$ cat src/rtl/operand_issue.sv
// operand_issue: operand-read / issue stage between decode and execute.
//   - Drives regfile read addresses straight from decode and picks each operand
//     from x0 (zero), the same-cycle writeback port, or regfile data.
//   - A 32-bit pending scoreboard tracks in-flight destinations; RAW and WAW
//     hazards hold decode until the producer shows up on the writeback port.
//   - One valid/ready output register feeds execute.
// Ports:
//   clk, reset (async, active-high)
//   dec_*_i / dec_ready_o : decode handshake and instruction fields
//   rf_rs*_addr_o / rf_rs*_data_i : combinational regfile read ports
//   wb_*_i   : writeback port (same signals as the regfile write port)
//   flush_i  : kill the held instruction and block accept
//   ex_*_o / ex_ready_i : execute handshake and registered fields
//   stall_cnt_o : saturating count of hazard-stall cycles
module operand_issue #(
    parameter int CTRL_W = 16
) (
    input  logic              clk,
    input  logic              reset,
    input  logic              dec_valid_i,
    output logic              dec_ready_o,
    input  logic [4:0]        dec_rs1_addr_i,
    input  logic [4:0]        dec_rs2_addr_i,
    input  logic              dec_rs1_used_i,
    input  logic              dec_rs2_used_i,
    input  logic [4:0]        dec_rd_addr_i,
    input  logic              dec_rd_wr_i,
    input  logic              dec_is_load_i,
    input  logic [CTRL_W-1:0] dec_ctrl_i,
    input  logic [63:0]       dec_pc_i,
    input  logic [63:0]       dec_imm_i,
    output logic [4:0]        rf_rs1_addr_o,
    output logic [4:0]        rf_rs2_addr_o,
    input  logic [63:0]       rf_rs1_data_i,
    input  logic [63:0]       rf_rs2_data_i,
    input  logic              wb_wr_en_i,
    input  logic [4:0]        wb_rd_addr_i,
    input  logic [63:0]       wb_rd_data_i,
    input  logic              flush_i,
    output logic              ex_valid_o,
    input  logic              ex_ready_i,
    output logic [63:0]       ex_rs1_data_o,
    output logic [63:0]       ex_rs2_data_o,
    output logic [63:0]       ex_pc_o,
    output logic [63:0]       ex_imm_o,
    output logic [4:0]        ex_rd_addr_o,
    output logic              ex_rd_wr_o,
    output logic              ex_is_load_o,
    output logic [CTRL_W-1:0] ex_ctrl_o,
    output logic [31:0]       stall_cnt_o
);

    logic [31:0]       pend_q, pend_d, pend_eff;
    logic              wb_clr, hazard, accept;
    logic [63:0]       op1, op2;
    logic              ex_valid_q, ex_valid_d;
    logic [63:0]       ex_rs1_q, ex_rs2_q, ex_pc_q, ex_imm_q;
    logic [4:0]        ex_rd_q;
    logic              ex_rd_wr_q, ex_ld_q;
    logic [CTRL_W-1:0] ex_ctrl_q;
    logic [31:0]       stall_q;

    // x0 reads as zero; a same-cycle writeback beats the stale regfile value.
    function automatic logic [63:0] sel_op(input logic [4:0] a, input logic [63:0] rfd,
                                           input logic clr, input logic [4:0] wa,
                                           input logic [63:0] wd);
        if (a == 5'd0)             return 64'd0;
        else if (clr && wa == a)   return wd;
        else                       return rfd;
    endfunction

    assign wb_clr = wb_wr_en_i && (wb_rd_addr_i != 5'd0);

    // Scoreboard as seen this cycle: a producer on the wb port is already done.
    always_comb begin
        pend_eff = pend_q;
        if (wb_clr) pend_eff[wb_rd_addr_i] = 1'b0;
    end

    assign hazard = (dec_rs1_used_i && dec_rs1_addr_i != 5'd0 && pend_eff[dec_rs1_addr_i])
                  | (dec_rs2_used_i && dec_rs2_addr_i != 5'd0 && pend_eff[dec_rs2_addr_i])
                  | (dec_rd_wr_i    && dec_rd_addr_i  != 5'd0 && pend_eff[dec_rd_addr_i]);

    assign dec_ready_o = (~ex_valid_q | ex_ready_i) & ~hazard & ~flush_i;
    assign accept      = dec_valid_i & dec_ready_o;

    assign rf_rs1_addr_o = dec_rs1_addr_i;
    assign rf_rs2_addr_o = dec_rs2_addr_i;
    assign op1 = sel_op(dec_rs1_addr_i, rf_rs1_data_i, wb_clr, wb_rd_addr_i, wb_rd_data_i);
    assign op2 = sel_op(dec_rs2_addr_i, rf_rs2_data_i, wb_clr, wb_rd_addr_i, wb_rd_data_i);

    // Set applies last so a new producer wins over a same-cycle wb clear.
    // A flushed instruction will never write back, so its bit is released here.
    always_comb begin
        pend_d = pend_eff;
        if (flush_i && ex_valid_q && ex_rd_wr_q && ex_rd_q != 5'd0)
            pend_d[ex_rd_q] = 1'b0;
        if (accept && dec_rd_wr_i && dec_rd_addr_i != 5'd0)
            pend_d[dec_rd_addr_i] = 1'b1;
    end

    always_comb begin
        ex_valid_d = ex_valid_q;
        if (flush_i)         ex_valid_d = 1'b0;
        else if (accept)     ex_valid_d = 1'b1;
        else if (ex_ready_i) ex_valid_d = 1'b0;
    end

    always_ff @(posedge clk or posedge reset) begin
        if (reset) begin
            pend_q     <= '0;
            ex_valid_q <= 1'b0;
            ex_rs1_q   <= '0;
            ex_rs2_q   <= '0;
            ex_pc_q    <= '0;
            ex_imm_q   <= '0;
            ex_rd_q    <= '0;
            ex_rd_wr_q <= 1'b0;
            ex_ld_q    <= 1'b0;
            ex_ctrl_q  <= '0;
            stall_q    <= '0;
        end else begin
            pend_q     <= pend_d;
            ex_valid_q <= ex_valid_d;
            if (accept) begin
                ex_rs1_q   <= op1;
                ex_rs2_q   <= op2;
                ex_pc_q    <= dec_pc_i;
                ex_imm_q   <= dec_imm_i;
                ex_rd_q    <= dec_rd_addr_i;
                ex_rd_wr_q <= dec_rd_wr_i;
                ex_ld_q    <= dec_is_load_i;
                ex_ctrl_q  <= dec_ctrl_i;
            end
            if (dec_valid_i && hazard && !flush_i && stall_q != 32'hFFFF_FFFF)
                stall_q <= stall_q + 32'd1;
        end
    end

    assign ex_valid_o    = ex_valid_q;
    assign ex_rs1_data_o = ex_rs1_q;
    assign ex_rs2_data_o = ex_rs2_q;
    assign ex_pc_o       = ex_pc_q;
    assign ex_imm_o      = ex_imm_q;
    assign ex_rd_addr_o  = ex_rd_q;
    assign ex_rd_wr_o    = ex_rd_wr_q;
    assign ex_is_load_o  = ex_ld_q;
    assign ex_ctrl_o     = ex_ctrl_q;
    assign stall_cnt_o   = stall_q;

endmodule

$ cat config.mk
export PLATFORM = sky130hd
export DESIGN_NAME = operand_issue
export DESIGN_NICKNAME = d
export VERILOG_FILES = /design/src/rtl/operand_issue.sv
export SDC_FILE = /design/constraint.sdc
export NUM_CORES = 1
export LEC_CHECK = 0
export CAP_MARGIN = 20
export CORE_AREA = 8 8 265 267
export CTS_CLUSTER_DIAMETER = 40
export DETAILED_ROUTE_END_ITERATION = 8
export DIE_AREA = 0 0 273 275
export GPL_ROUTABILITY_DRIVEN = 0
export PLACE_DENSITY_LB_ADDON = 0.25
export SETUP_SLACK_MARGIN = 0.15
export SLEW_MARGIN = 0
export SYNTH_ARGS = -nofsm -noshare
export SYNTH_HDL_FRONTEND = slang
export SYNTH_SLANG_ARGS = --single-unit
$ cat constraint.sdc
create_clock -name clk -period 32.2 [get_ports clk]
set_clock_uncertainty 0.2 [all_clocks]
set_input_delay 6.44 -clock clk [delete_from_list [all_inputs] [get_ports clk]]
set_output_delay 6.44 -clock clk [all_outputs]
set_load 0.005 [all_outputs]
---- Yosys cells after proc, flatten, opt, wreduce, memory -nomap -nowiden ----
Index checks and enable logic that the tools add are counted.
word-level totals
  output and inout port bits .............. 323
  word-level logic and storage cells ...... 88
  register bits after elaboration ......... 344
  input port bits ......................... 366
operators by class
  $lt $le $gt $ge ......................... 8
  bitwise operators ....................... 14
  reduce and logical (&&, ||, !) cells .... 29
  multiplexer cells ....................... 22
  add/subtract/negate cells ............... 1
  equal/unequal tests ..................... 3
operators with widths
  kind                   count
  $mux 64                4
  $mux 32                3
  $and 32x32->32         2
  $not 32->32            2
  $add 32x1->32 const B  1
  $ne 32x32->1 const B   1
  $or 32x32->32          1
  $lt 5x6->1 const B     5
  $reduce_bool 5->1      5
  $logic_and 1x1->1      20
  $bmux 1 s5             3
  $demux 1 s5            3
  $ge 5x1->1 const B     3
  $eq 5x5->1             2
  $logic_not 5->1        2
  $mux 1                 9
  $and 1x1->1            3
  $not 1->1              3
  $or 1x1->1             3
  $reduce_bool 3->1      1
  $logic_not 1->1        1

---- Logic depth before layout (Yosys ltp) ----
Gate-level depths: netlist of run 1.
  word-level depth ........................ 19
  depth in mapped cells ................... 13
  depth with buffers taken out ............ 8

---- Worst setup path before layout of run 1 ----
Ideal clock, no wire load.
  path kind ............................... in2out
  from .................................... in dec_rd_addr_i[4]
  to ...................................... out dec_ready_o
  required time ........................... 25.560 ns
  setup slack ............................. 16.993 ns
  buffers on the path ..................... 4
  stages on the path ...................... 11
  arrival ................................. 8.567 ns
  cell sequence ........................... buf_2 -> or2_2 -> clkbuf_1 -> o21ai_1 -> a221oi_1 -> nand3_1 -> or4_1 -> nand4_4 -> buf_2 -> clkbuf_1 -> nor3b_1
between the ends
  word-level cells in the longest chain between the ends .. 7
  elaborated cells on any way between the ends .. 9
  classes of those cells .................. mux: 2; bitwise: 4; reduce/logical: 3
ends and longest elaborated chain
  element                                                            line  text
  start: declaration                                                 26    input logic [4:0] dec_rd_addr_i,
  $bmux 1 s5 or $reduce_bool 5->1 (tied branches)                    82    | (dec_rd_wr_i && dec_rd_addr_i != 5'd0 && pend_eff[dec_rd_addr_i]);
  $mux 1 (not written as such) or $logic_and 1x1->1 (tied branches)  82
  $logic_and 1x1->1 *                                                82
  $or 1x1->1 *                                                       82
  $not 1->1 *                                                        84    assign dec_ready_o = (~ex_valid_q | ex_ready_i) & ~hazard & ~flush_i;
  $and 1x1->1 * (2 in a row)                                         84
  end: declaration                                                   21    output logic dec_ready_o,
Every way passes the cells marked *; elsewhere a longest branch is shown, timed or not. The select of a mux whose other input is x is not followed.

---- Final worst setup path of run 1 ----
  from .................................... in wb_rd_addr_i[1]
  to ...................................... out dec_ready_o
between the ends
  word-level cells in the longest chain between the ends .. 15
  elaborated cells on any way between the ends .. 24
  classes of those cells .................. order compare: 2; mux: 9; bitwise: 7; reduce/logical: 6
ends and longest elaborated chain
  element                                                         line    text
  start: declaration                                              37      input logic [4:0] wb_rd_addr_i,
  $lt 5x6->1 (not written as such) or $ge 5x1->1 (tied branches)  77      if (wb_clr) pend_eff[wb_rd_addr_i] = 1'b0;
  $logic_and 1x1->1 (not written as such)                         77
  $mux 1 (not written as such)                                    77
  $demux 1 s5                                                     77
  $not 32->32 (no source line)                                    -
  $and 32x32->32 (no source line)                                 -
  $mux 32 *                                                       77
  $bmux 1 s5 (on tied branches)                                   80, 81
  $mux 1 (on tied branches)                                       80, 81
  $logic_and 1x1->1 (on tied branches)                            80, 81
  $or 1x1->1                                                      81      | (dec_rs2_used_i && dec_rs2_addr_i != 5'd0 && pend_eff[dec_rs2_addr_i])
  $or 1x1->1 *                                                    82
  $not 1->1 *                                                     84
  $and 1x1->1 * (2 in a row)                                      84
Marks and branches as above.

==> run_results.csv, run 1 <==
group,metric,value,unit
clocking,clkLatencyLatePin,570,ps
power_and_ir_drop,p_switching,0.5312,mW
placement,portBuffers,688,
detailed_routing,dr_total_vias,15360,
grt,use_met1,0.2232,
setup_path,critPathMaxFanout,71,
setup_path,critPathLaunchType,"input port",
detailed_routing,wl_per_cell,24.55,um
worst_hold_path,hold_path.class,"flop to flop",
synthesis,ys_ff_latch,344,
sta,drv_slew,0,
power_and_ir_drop,p_leak,11.28,nW
clocking,cts_sinks,344,
layout,fillers,6245,
grt,globalRoute.busiestLayer,"met2",
synthesis,synth_cells,1468,
setup_path,crit_path_end_kind,"output pin",
setup_path,critPathKind,"input port to output pin",
layout,multi_input_area,7986,um^2
synthesis,synth_nets,1835,
layout,regArea,8608,um^2
die,dieHeight,275,um
grt,track_usage,0.1873,
clocking,clock_path_buffers,3,
detailed_routing,routed_via_density,5.073,
detailed_routing,detail-route-antenna-nets,0,
layout,stdcell_count,3028,
clocking,clock-root-buffer,"clkbuf_16",
die,dieArea,75080,um^2
power_and_ir_drop,p_int,1.327,mW
grt,grt_max_degree,163,
sta,period_share,0.5332,
outcome,status,"finished, final reports clean",
power_and_ir_drop,combPwrFrac,0.284,
synthesis,syn-cell-area,17300,um^2
synthesis,synthArstFlopShare,1.000,
synthesis,synth_edf_count,0,
power_and_ir_drop,power_frac_seq,0.328,
sta,setup_tns,0,ps
sta,min_period,17170,ps
detailed_routing,dr.pass1.iters,6,
power_and_ir_drop,sw_frac_of_total,0.2859,
grt,grt_use_met3,0.08325,
layout,drive_gt1_frac,0.1773,
synthesis,syn_avg_cell_area,11.78,um^2
detailed_routing,drt_wl_total,74340,um
die,ios,689,
grt,grt_first_pass_wirelength,108300,um
sta,worst_pin_slew,1148,ps
sta,finalHoldViolCount,0,
die,rows,95,
grt,antenna_found_initial,15,
die,die-width,273,um
sta,slew_headroom,0.2350,
layout,area_delta_synth_final,56.61,%
grt,grt_overflow,0,
grt,grt_pass1_vias,16010,
setup_path,cp.arrival,10530,ps
sta,rsz0062_at_grt,"no",
clocking,cts_tree,"yes",
power_and_ir_drop,pwr-share-clk,0.388,
die,initial_core_util,0.2608,
clocking,hold_buffers,0,
grt,gr-usage-met2,0.3001,
synthesis,synth_cell_types,66,
clocking,cts_setup_buffers,0,
setup_path,critPathRequiredTime,25560,ps
sta,finalSetupViolations,0,
layout,fin_nets,2467,
clocking,htreeDepth,3,
placement,dp.cells,2903,
synthesis,yosys_warnings,0,
placement,dp_hpwl,55410,um
detailed_routing,drt_iter0_drc,1178,
flow_run,cap_violations,0,
clocking,clk_transition_reported_paths,50,ps
power_and_ir_drop,max-vdd-ir-drop,0.03012,mV
clocking,cts_made_buffers,68,
clocking,post_cts_resized,0,
power_and_ir_drop,power_density,68.58,nW/um^2
sta,clock.fmax,0.05825,GHz
synthesis,synth_ff_type,"dfrtp_1",
synthesis,seq_area_frac_synth,0.4977,
detailed_routing,drc,0,
die,core_area,66330,um^2
[final cells by class]
cell class                 count  area share
tap                          873     0.04032
clock buffer                  80     0.06670
timing repair buffer         704      0.2591
inverter                       9    0.001524
sequential                   344      0.3178
antenna                        6   0.0005543
multi-input combinational    973      0.2948
clock inverter                39     0.01917
[cell usage in the layout (no fill, tap or decap), types with 7 or more instances in the layout]
cell type          n
clkbuf_16         68
clkinv_4           7
bufinv_16          8
o211ai_1          16
inv_1              8
o31ai_2           69
mux2i_1          140
o21bai_1          11
o21ai_1            7
nor3_1            13
o32ai_1           11
clkdlybuf4s50_1  688
dfrtp_1          344
nand3b_1           8
inv_6             13
nor2_1            43
buf_4             15
o31ai_1           71
o21ai_0          156
nand2b_1          12
mux2_2           158
nand2_1           25
o41ai_1            7
xnor2_1           37
and3_1            20
nand4_1           17
o22ai_1            9
nand3_1           38
[stage by stage]
stage	instance area (um^2)	utilization	power, mW	setup slack [ps]	hold slack (ps)
final	27090	0.4084	1.858	15030	285.6
after global routing	27080	0.4083	1.952	14810	311.5
after CTS	27070	0.4082	1.888	15070	290.5
after detailed placement	24750	0.3731	1.150	15080	283.9
after global placement	24750	0.3731	1.145	15160	278.5
after floorplan	17300	-	0.7896	16020	267.3
[flip-flops by register name (all words and copies together) (netlist names)]
signal	flops
ex_valid_o	1
ex_is_load_o	1
ex_rs2_data_o	64
ex_rs1_data_o	64
ex_ctrl_o	16
ex_pc_o	64
ex_rd_wr_o	1
ex_rd_addr_o	5
pend_q	32
stall_cnt_o	32
ex_imm_o	64
[synthesized netlist by cell type (4+ instances only)]
| cell type | n | area, um^2 |
|---|---|---|
| dfrtp_1 | 344 | 8608 |
| mux2_2 | 158 | 1779 |
| o21ai_0 | 156 | 780.8 |
| mux2i_1 | 140 | 1401 |
| clkbuf_1 | 83 | 311.6 |
| o31ai_1 | 71 | 533.0 |
| o31ai_2 | 69 | 863.3 |
| nor2_1 | 45 | 168.9 |
| nand3_1 | 38 | 190.2 |
| xnor2_1 | 37 | 324.1 |
| buf_2 | 25 | 125.1 |
| nand2_1 | 25 | 93.84 |
| buf_4 | 21 | 157.7 |
| and3_1 | 20 | 125.1 |
| nand4_1 | 17 | 106.4 |
| o211ai_1 | 16 | 120.1 |
| nor3_1 | 14 | 70.07 |
| nand2b_1 | 13 | 81.33 |
| o21bai_1 | 11 | 82.58 |
| o32ai_1 | 11 | 96.34 |
| buf_6 | 9 | 101.4 |
| inv_1 | 9 | 33.78 |
| o22ai_1 | 9 | 56.30 |
| nand3b_1 | 8 | 60.06 |
| o21ai_1 | 7 | 35.03 |
| o41ai_1 | 7 | 61.31 |
| a32oi_1 | 6 | 52.55 |
| and2_1 | 6 | 37.54 |
| and4_1 | 6 | 52.55 |
| o2111ai_1 | 6 | 52.55 |
| xor2_1 | 6 | 52.55 |
| mux4_2 | 5 | 112.6 |
| nor2b_1 | 5 | 31.28 |
| o311ai_0 | 5 | 43.79 |
| or4_1 | 5 | 37.54 |
| or3_1 | 4 | 25.02 |
[power groups by stage]
stage | sequential (mW) | clock (mW) | combinational, mW
floorplan | 0.612 | 0 | 0.178
global placement | 0.610 | 0 | 0.534
detailed placement | 0.614 | 0 | 0.536
CTS | 0.610 | 0.741 | 0.537
global route | 0.624 | 0.762 | 0.565
finish | 0.609 | 0.721 | 0.528
[worst max-delay path, stage by stage]
cell and delay, ps:
clkdlybuf4s50_1 900, nand2b_1 510, o21ai_0 310, a22oi_1 220, nand4_1 110, or4_1 600, nand4_4 130, buf_4 610
nor3b_1 110, clkdlybuf4s50_1 580
[cell families (layout without fill, tap and decap cells)]
logic type,Yosys count,after routing,synth area share
compound gates,396,396,0.1710
flops,344,344,0.4977
mux,303,303,0.1904
simple gates,230,230,0.07530
buf+inv,151,832,0.04311
xor+xnor,43,43,0.02177
fa+ha+maj,1,1,0.0007233
other cells,0,6,0
[routing by layer]
layer	up-vias	wire [um]
li1	6810	-
met1	7534	28800
met2	861	34660
met3	137	8871
met4	18	1905
met5	-	112
[final timing paths]
path,from,to,cells after the start,slack [ps]
min in group asynchronous,reset,ex_imm_o[45],2,6190
worst min register to register,stall_cnt_o[24],stall_cnt_o[24],1,290
worst min-delay path,stall_cnt_o[24],stall_cnt_o[24],1,290
worst max-delay path,wb_rd_addr_i[1],dec_ready_o,10,15030
max in group asynchronous,reset,pend_q[0],3,24010
worst max register to register,pend_q[30],ex_rs1_data_o[63],11,26810
Power figures use the tool's default switching activity.
==> inputs of run 2 (changes only) <==
clock period = 13.8 ns   (was 32.2 ns; I/O delays follow)
==> run 2 against run 1 <==
Effect of this change: critical path depth is the same; non-clock buffer count is the same; via count is 0.25% lower; critical endpoint unchanged.
==> run_results.csv, run 2 (synthesis gave the netlist of run 1 again) <==
group,metric,value,unit
setup_path,critPathMaxFanout,57,
sta,slew_headroom,0.2451,
detailed_routing,drc,0,
clocking,clk_transition_reported_paths,40,ps
layout,drive_gt1_frac,0.1750,
detailed_routing,drt_wl_total,74080,um
detailed_routing,drt_iter0_drc,1268,
clocking,clock_path_buffers,3,
power_and_ir_drop,p_int,3.097,mW
grt,grt_max_degree,158,
clocking,post_cts_resized,0,
layout,area_delta_synth_final,56.49,%
setup_path,cp.arrival,6810,ps
die,dieArea,75080,um^2
detailed_routing,wl_per_cell,24.47,um
setup_path,critPathRequiredTime,10840,ps
worst_hold_path,holdPathStages,1,
power_and_ir_drop,combPwrFrac,0.286,
clocking,cts_made_buffers,66,
die,dieHeight,275,um
power_and_ir_drop,pwr-share-clk,0.385,
layout,stdcell_area,27070,um^2
grt,track_usage,0.1868,
sta,rsz0062_at_grt,"no",
die,core_area,66330,um^2
power_and_ir_drop,sw_frac_of_total,0.2825,
clocking,clkLatencyLatePin,570,ps
setup_path,cpMostUsedCell,"clkdlybuf4s50_1",
sta,setup_tns,0,ps
placement,dp_hpwl,55020,um
layout,fin_nets,2465,
power_and_ir_drop,power_density,159.5,nW/um^2
worst_hold_path,hold_path.class,"flop to flop",
flow_run,cap_violations,0,
power_and_ir_drop,p_switching,1.220,mW
outcome,status,"finished, final reports clean",
sta,worst_pin_slew,1132,ps
sta,clock.fmax,0.1024,GHz
sta,min_period,9769,ps
grt,grt_pass1_vias,15910,
detailed_routing,routed_via_density,5.060,
power_and_ir_drop,power_frac_seq,0.329,
setup_path,worstPathCellList,"clkdlybuf4s50_1 > nand2b_1 > o21ai_0 > a32oi_1 > nand4_1 > or4_1 > nand4_4 > buf_4 > nor3b_1 > clkdlybuf4s50_1",
layout,fillers,6160,
clocking,clock-root-buffer,"clkbuf_16",
layout,final_cell_mix,"clkdlybuf4s50_1, dfrtp_1, mux2_2",
clocking,hold_buffers,0,
sta,drv_slew,0,
grt,antenna_found_initial,16,
placement,portBuffers,688,
setup_path,max_stage_delay,910,ps
power_and_ir_drop,max-vdd-ir-drop,0.06787,mV
detailed_routing,detail-route-antenna-nets,0,
power_and_ir_drop,p_leak,11.23,nW
setup_path,crit_path_end_kind,"output pin",
setup_path,critPathLaunchType,"input port",
clocking,cts_setup_buffers,0,
die,ios,689,
die,rows,95,
detailed_routing,dr_total_vias,15320,
clocking,cts_tree,"yes",
grt,grt_first_pass_wirelength,108100,um
sta,finalHoldViolCount,0,
layout,final_common_cell,"clkdlybuf4s50_1",
sta,finalSetupViolations,0,
setup_path,reg2reg_depth,11,
setup_path,r2r_slack,8440,ps
die,die-width,273,um
sta,period_share,0.7079,
clocking,htreeDepth,3,
detailed_routing,dr.pass1.iters,6,
placement,placed_cell_area,24750,um^2
clocking,cts_sinks,344,
setup_path,crit_slowest_cell,"clkdlybuf4s50_1",
grt,grt_overflow,0,
die,initial_core_util,0.2608,
setup_path,critPathKind,"input port to output pin",
[run 2: changes by cell type in the layout (fill, tap and decap cells not counted), moves of 5 or more]
cell	before	now
clkinv_4	7	1
inv_6	13	4
clkinvlp_4	1	11
clkbuf_1	6	11
[run 2: cell type report]
cell class	count	area [um^2]	share of cell area
Sequential cell	344	8608	0.3180
Multi-Input combinational cell	973	7986	0.2951
Timing Repair Buffer	704	7019	0.2593
Clock buffer	84	1800	0.06652
Tap cell	873	1092	0.04036
Clock inverter	35	504.2	0.01863
Inverter	9	41.29	0.001525
Antenna cell	6	15.01	0.0005547
[run 2: power groups by stage]
stage | logic, mW | clock network (mW) | registers, mW
floorplan | 0.415 | 0 | 1.43
finish | 1.23 | 1.66 | 1.42
detailed placement | 1.25 | 0 | 1.43
global route | 1.32 | 1.76 | 1.45
global placement | 1.25 | 0 | 1.42
CTS | 1.25 | 1.71 | 1.42
[run 2: routing by layer]
layer  share of wire  global-route usage
met3            0.12             0.08142
met1            0.39              0.2216
met5          0.0016                   0
met2            0.47              0.3028
met4           0.025             0.05924
[run 2: worst max-delay path: cells and delay by family]
family / cells / cell delay [ps]
and+or+nand+nor: 5 / 1360
buffers and inverters: 3 / 2010
AOI/OAI and AO/OA: 2 / 650
[run 2: worst paths after layout]
check / start / end
setup / recovery: wb_rd_addr_i[1] / dec_ready_o
hold / removal: stall_cnt_o[24] / stall_cnt_o[24]
setup reg to reg: pend_q[30] / ex_rs1_data_o[27]
hold reg to reg: stall_cnt_o[24] / stall_cnt_o[24]
max in group asynchronous: reset / ex_pc_o[7]
min in group asynchronous: reset / stall_cnt_o[9]
[run 2: stage by stage]
| stage | instances | worst slack, ps | total power [mW] | utilization | hold slack (ps) |
|---|---|---|---|---|---|
| floorplan | 1468 | 1303 | 1.842 | - | 267.3 |
| global placement | 2903 | 4220 | 2.671 | 0.3731 | 278.1 |
| detailed placement | 2903 | 4178 | 2.680 | 0.3731 | 283.9 |
| CTS | 3022 | 4158 | 4.382 | 0.4079 | 289.3 |
| global route | 3024 | 3871 | 4.529 | 0.4079 | 305.5 |
| finish | 3028 | 4031 | 4.317 | 0.4081 | 286.2 |
==> edit, RTL diff (settings of run 1) <==
Make the reset (`reset`) synchronous in one clocked block. Comments in the files are not updated.
--- a/src/rtl/operand_issue.sv
+++ b/src/rtl/operand_issue.sv
@@ -106,7 +106,7 @@
         else if (ex_ready_i) ex_valid_d = 1'b0;
     end
 
-    always_ff @(posedge clk or posedge reset) begin
+    always_ff @(posedge clk) begin
         if (reset) begin
             pend_q     <= '0;
             ex_valid_q <= 1'b0;
Function: differs if reset is asserted again (counterexample within 4 cycles, from zero or initial values and one cycle with reset high); with reset held inactive, the same outputs for 4 cycles.
==> edit against run 1 <==
- routed wire length rose by 1.8%
- largest cell class is now multi-input combinational cells
- non-clock buffer count fell by 1
- worst setup slack better by 0.0084 ns
- via count rose by 5.0%
- final area down 3.6%
- area after synthesis decreased by 7.3%
- hold slack got worse by 0.0057 ns
- sequential cell count stayed put
- die area is the same
Power is not compared: it rests on default switching activity, and its combinational part moved more than twofold at a synthesized area within 25%.
==> edit: results (changes against run 1) <==
Parameter                              Value

Run status
  Run status ... finished, final reports clean (unchanged)

Routing
  WL met1 ... 28.9 mm (was 28.8 mm)
  Drt total wl ... 75.7 mm (was 74.3 mm)
  TritonRoute pass-1 iters ... 5 (was 6)
  Sum of met3 wire segment lengths after detailed routing ... 6.75 mm (was 8.87 mm)
  Post-route DRC violation count ... 0 (unchanged)

Global route
  Vias in the first global route ... 16100 (was 16000)
  Met1 Use GR ... 21.5% (was 22.3%)
  Global-route wire length before repair ... 108 mm (about the same)
  M3 GR Usage ... 6.58% (was 8.32%)
  Overall global routing resource usage ... 18.8% (was 18.7%)

Worst setup path
  CP Data Arrival Time ... 10.52 ns (was 10.53 ns)
  Slack of the worst reg-to-reg path ... 26.89 ns (was 26.81 ns)
  CP top delay family ... simple AND/OR/NAND/NOR gates (was buffers and inverters)
  Critical Path Max Stage Delay ... 0.97 ns (was 0.90 ns)
  FF-to-FF End ... ex_rs2_data_o[28] (was ex_rs1_data_o[63])
  Worst Reg2Reg Path Length in Cells ... 10 (was 11)

Placed design
  Post-Place Worst Slack ... 14.95 ns (was 15.08 ns)
  Sum of net half-perimeters after detailed placement ... 56.9 mm (was 55.4 mm)
  Number of placed instances with taps included ... 3084 (was 2903)
  Cell area after placement ... 0.0234 sq mm (was 0.0247 sq mm)

Worst hold path
  Worst Hold Endpoint ... ex_rs2_data_o[52] (was stall_cnt_o[24])
  Hold Crit Start ... ex_rs2_data_o[52] (was stall_cnt_o[24])

Clocking
  Source-to-sink clock delay at the later pin of the worst-skew pair ... 0.60 ns (was 0.57 ns)

Timing
  Slew margin rel. ... 26.5% (was 23.5%)

Synthesis
  Primary flip-flop cell chosen by synthesis mapping ... sky130_fd_sc_hd__dfxtp_1 (was sky130_fd_sc_hd__dfrtp_1)
  Sequential area share after synthesis ... 43.0% (was 49.8%)
  Total nets after synthesis ... 2039 (was 1835)
  Most frequent cells after synthesis ... sky130_fd_sc_hd__dfxtp_1 (344), sky130_fd_sc_hd__mux2i_1 (292), sky130_fd_sc_hd__nor2_1 (189), sky130_fd_sc_hd__nor3_1 (137), sky130_fd_sc_hd__a31o_2 (129) (was sky130_fd_sc_hd__dfrtp_1 (344), sky130_fd_sc_hd__mux2_2 (158), sky130_fd_sc_hd__o21ai_0 (156), sky130_fd_sc_hd__mux2i_1 (140), sky130_fd_sc_hd__clkbuf_1 (83))
  Async set-or-reset flop fraction in the synthesized netlist ... 0% (was 100%)

Cells and area
  Post-Layout Cell Count ... 3227 (was 3028)
  NumNets Final ... 2655 (was 2467)
  Fraction of final layout cells with drive strength greater than 1 ... 13.4% (was 17.7%)
  Fill count ... 6506 (was 6245)
## edit: cell types whose count changed after synthesis, moves of 24 or more
| cell | delta |
|---|---|
| sky130_fd_sc_hd__a31o_2 | +127 |
| sky130_fd_sc_hd__dfrtp_1 | -344 |
| sky130_fd_sc_hd__mux2_2 | -150 |
| sky130_fd_sc_hd__mux2i_1 | +152 |
| sky130_fd_sc_hd__o31ai_2 | -69 |
| sky130_fd_sc_hd__nor2_1 | +144 |
| sky130_fd_sc_hd__nor3_1 | +123 |
| sky130_fd_sc_hd__o31ai_1 | -55 |
| sky130_fd_sc_hd__dfxtp_1 | +344 |
| sky130_fd_sc_hd__xnor2_1 | -24 |
| sky130_fd_sc_hd__a211o_1 | +28 |
| sky130_fd_sc_hd__o21ai_0 | -103 |
## edit: logic make-up after synthesis
group | Yosys count | synth area share, %
multiplexers | 306 | 19.6
AND/OR/NAND/NOR | 503 | 15.6
flip-flops | 344 | 43.0
AO/OA/AOI/OAI | 326 | 15.7
XOR/XNOR | 19 | 1.04
adder cells (fa/ha/maj) | 1 | 0.0781
buffers and inverters | 173 | 4.99
## edit: layout make-up
cell class,count,area share (%)
flip-flops and latches,344,26.4
clock buffers,88,7.76
well taps,873,4.18
clock inverters,44,2.39
diodes,9,0.0863
inverters,11,0.168
repair buffers,703,27.0
multi-input cells,1155,32.1
## edit: worst register-to-register path, delay by kind of cell, from the launching register on
kind	cells	cell delay, ns
AO/OA/AOI/OAI	4	1.41
multiplexers	1	0.35
AND/OR/NAND/NOR	3	1.12
buffers and inverters	2	1.84
flip-flops	1	0.31
## edit: power breakdown
part	switching (mW)	internal, mW
sequential	0.0106	0.445
clock	0.262	0.539
combinational	0.0800	0.101
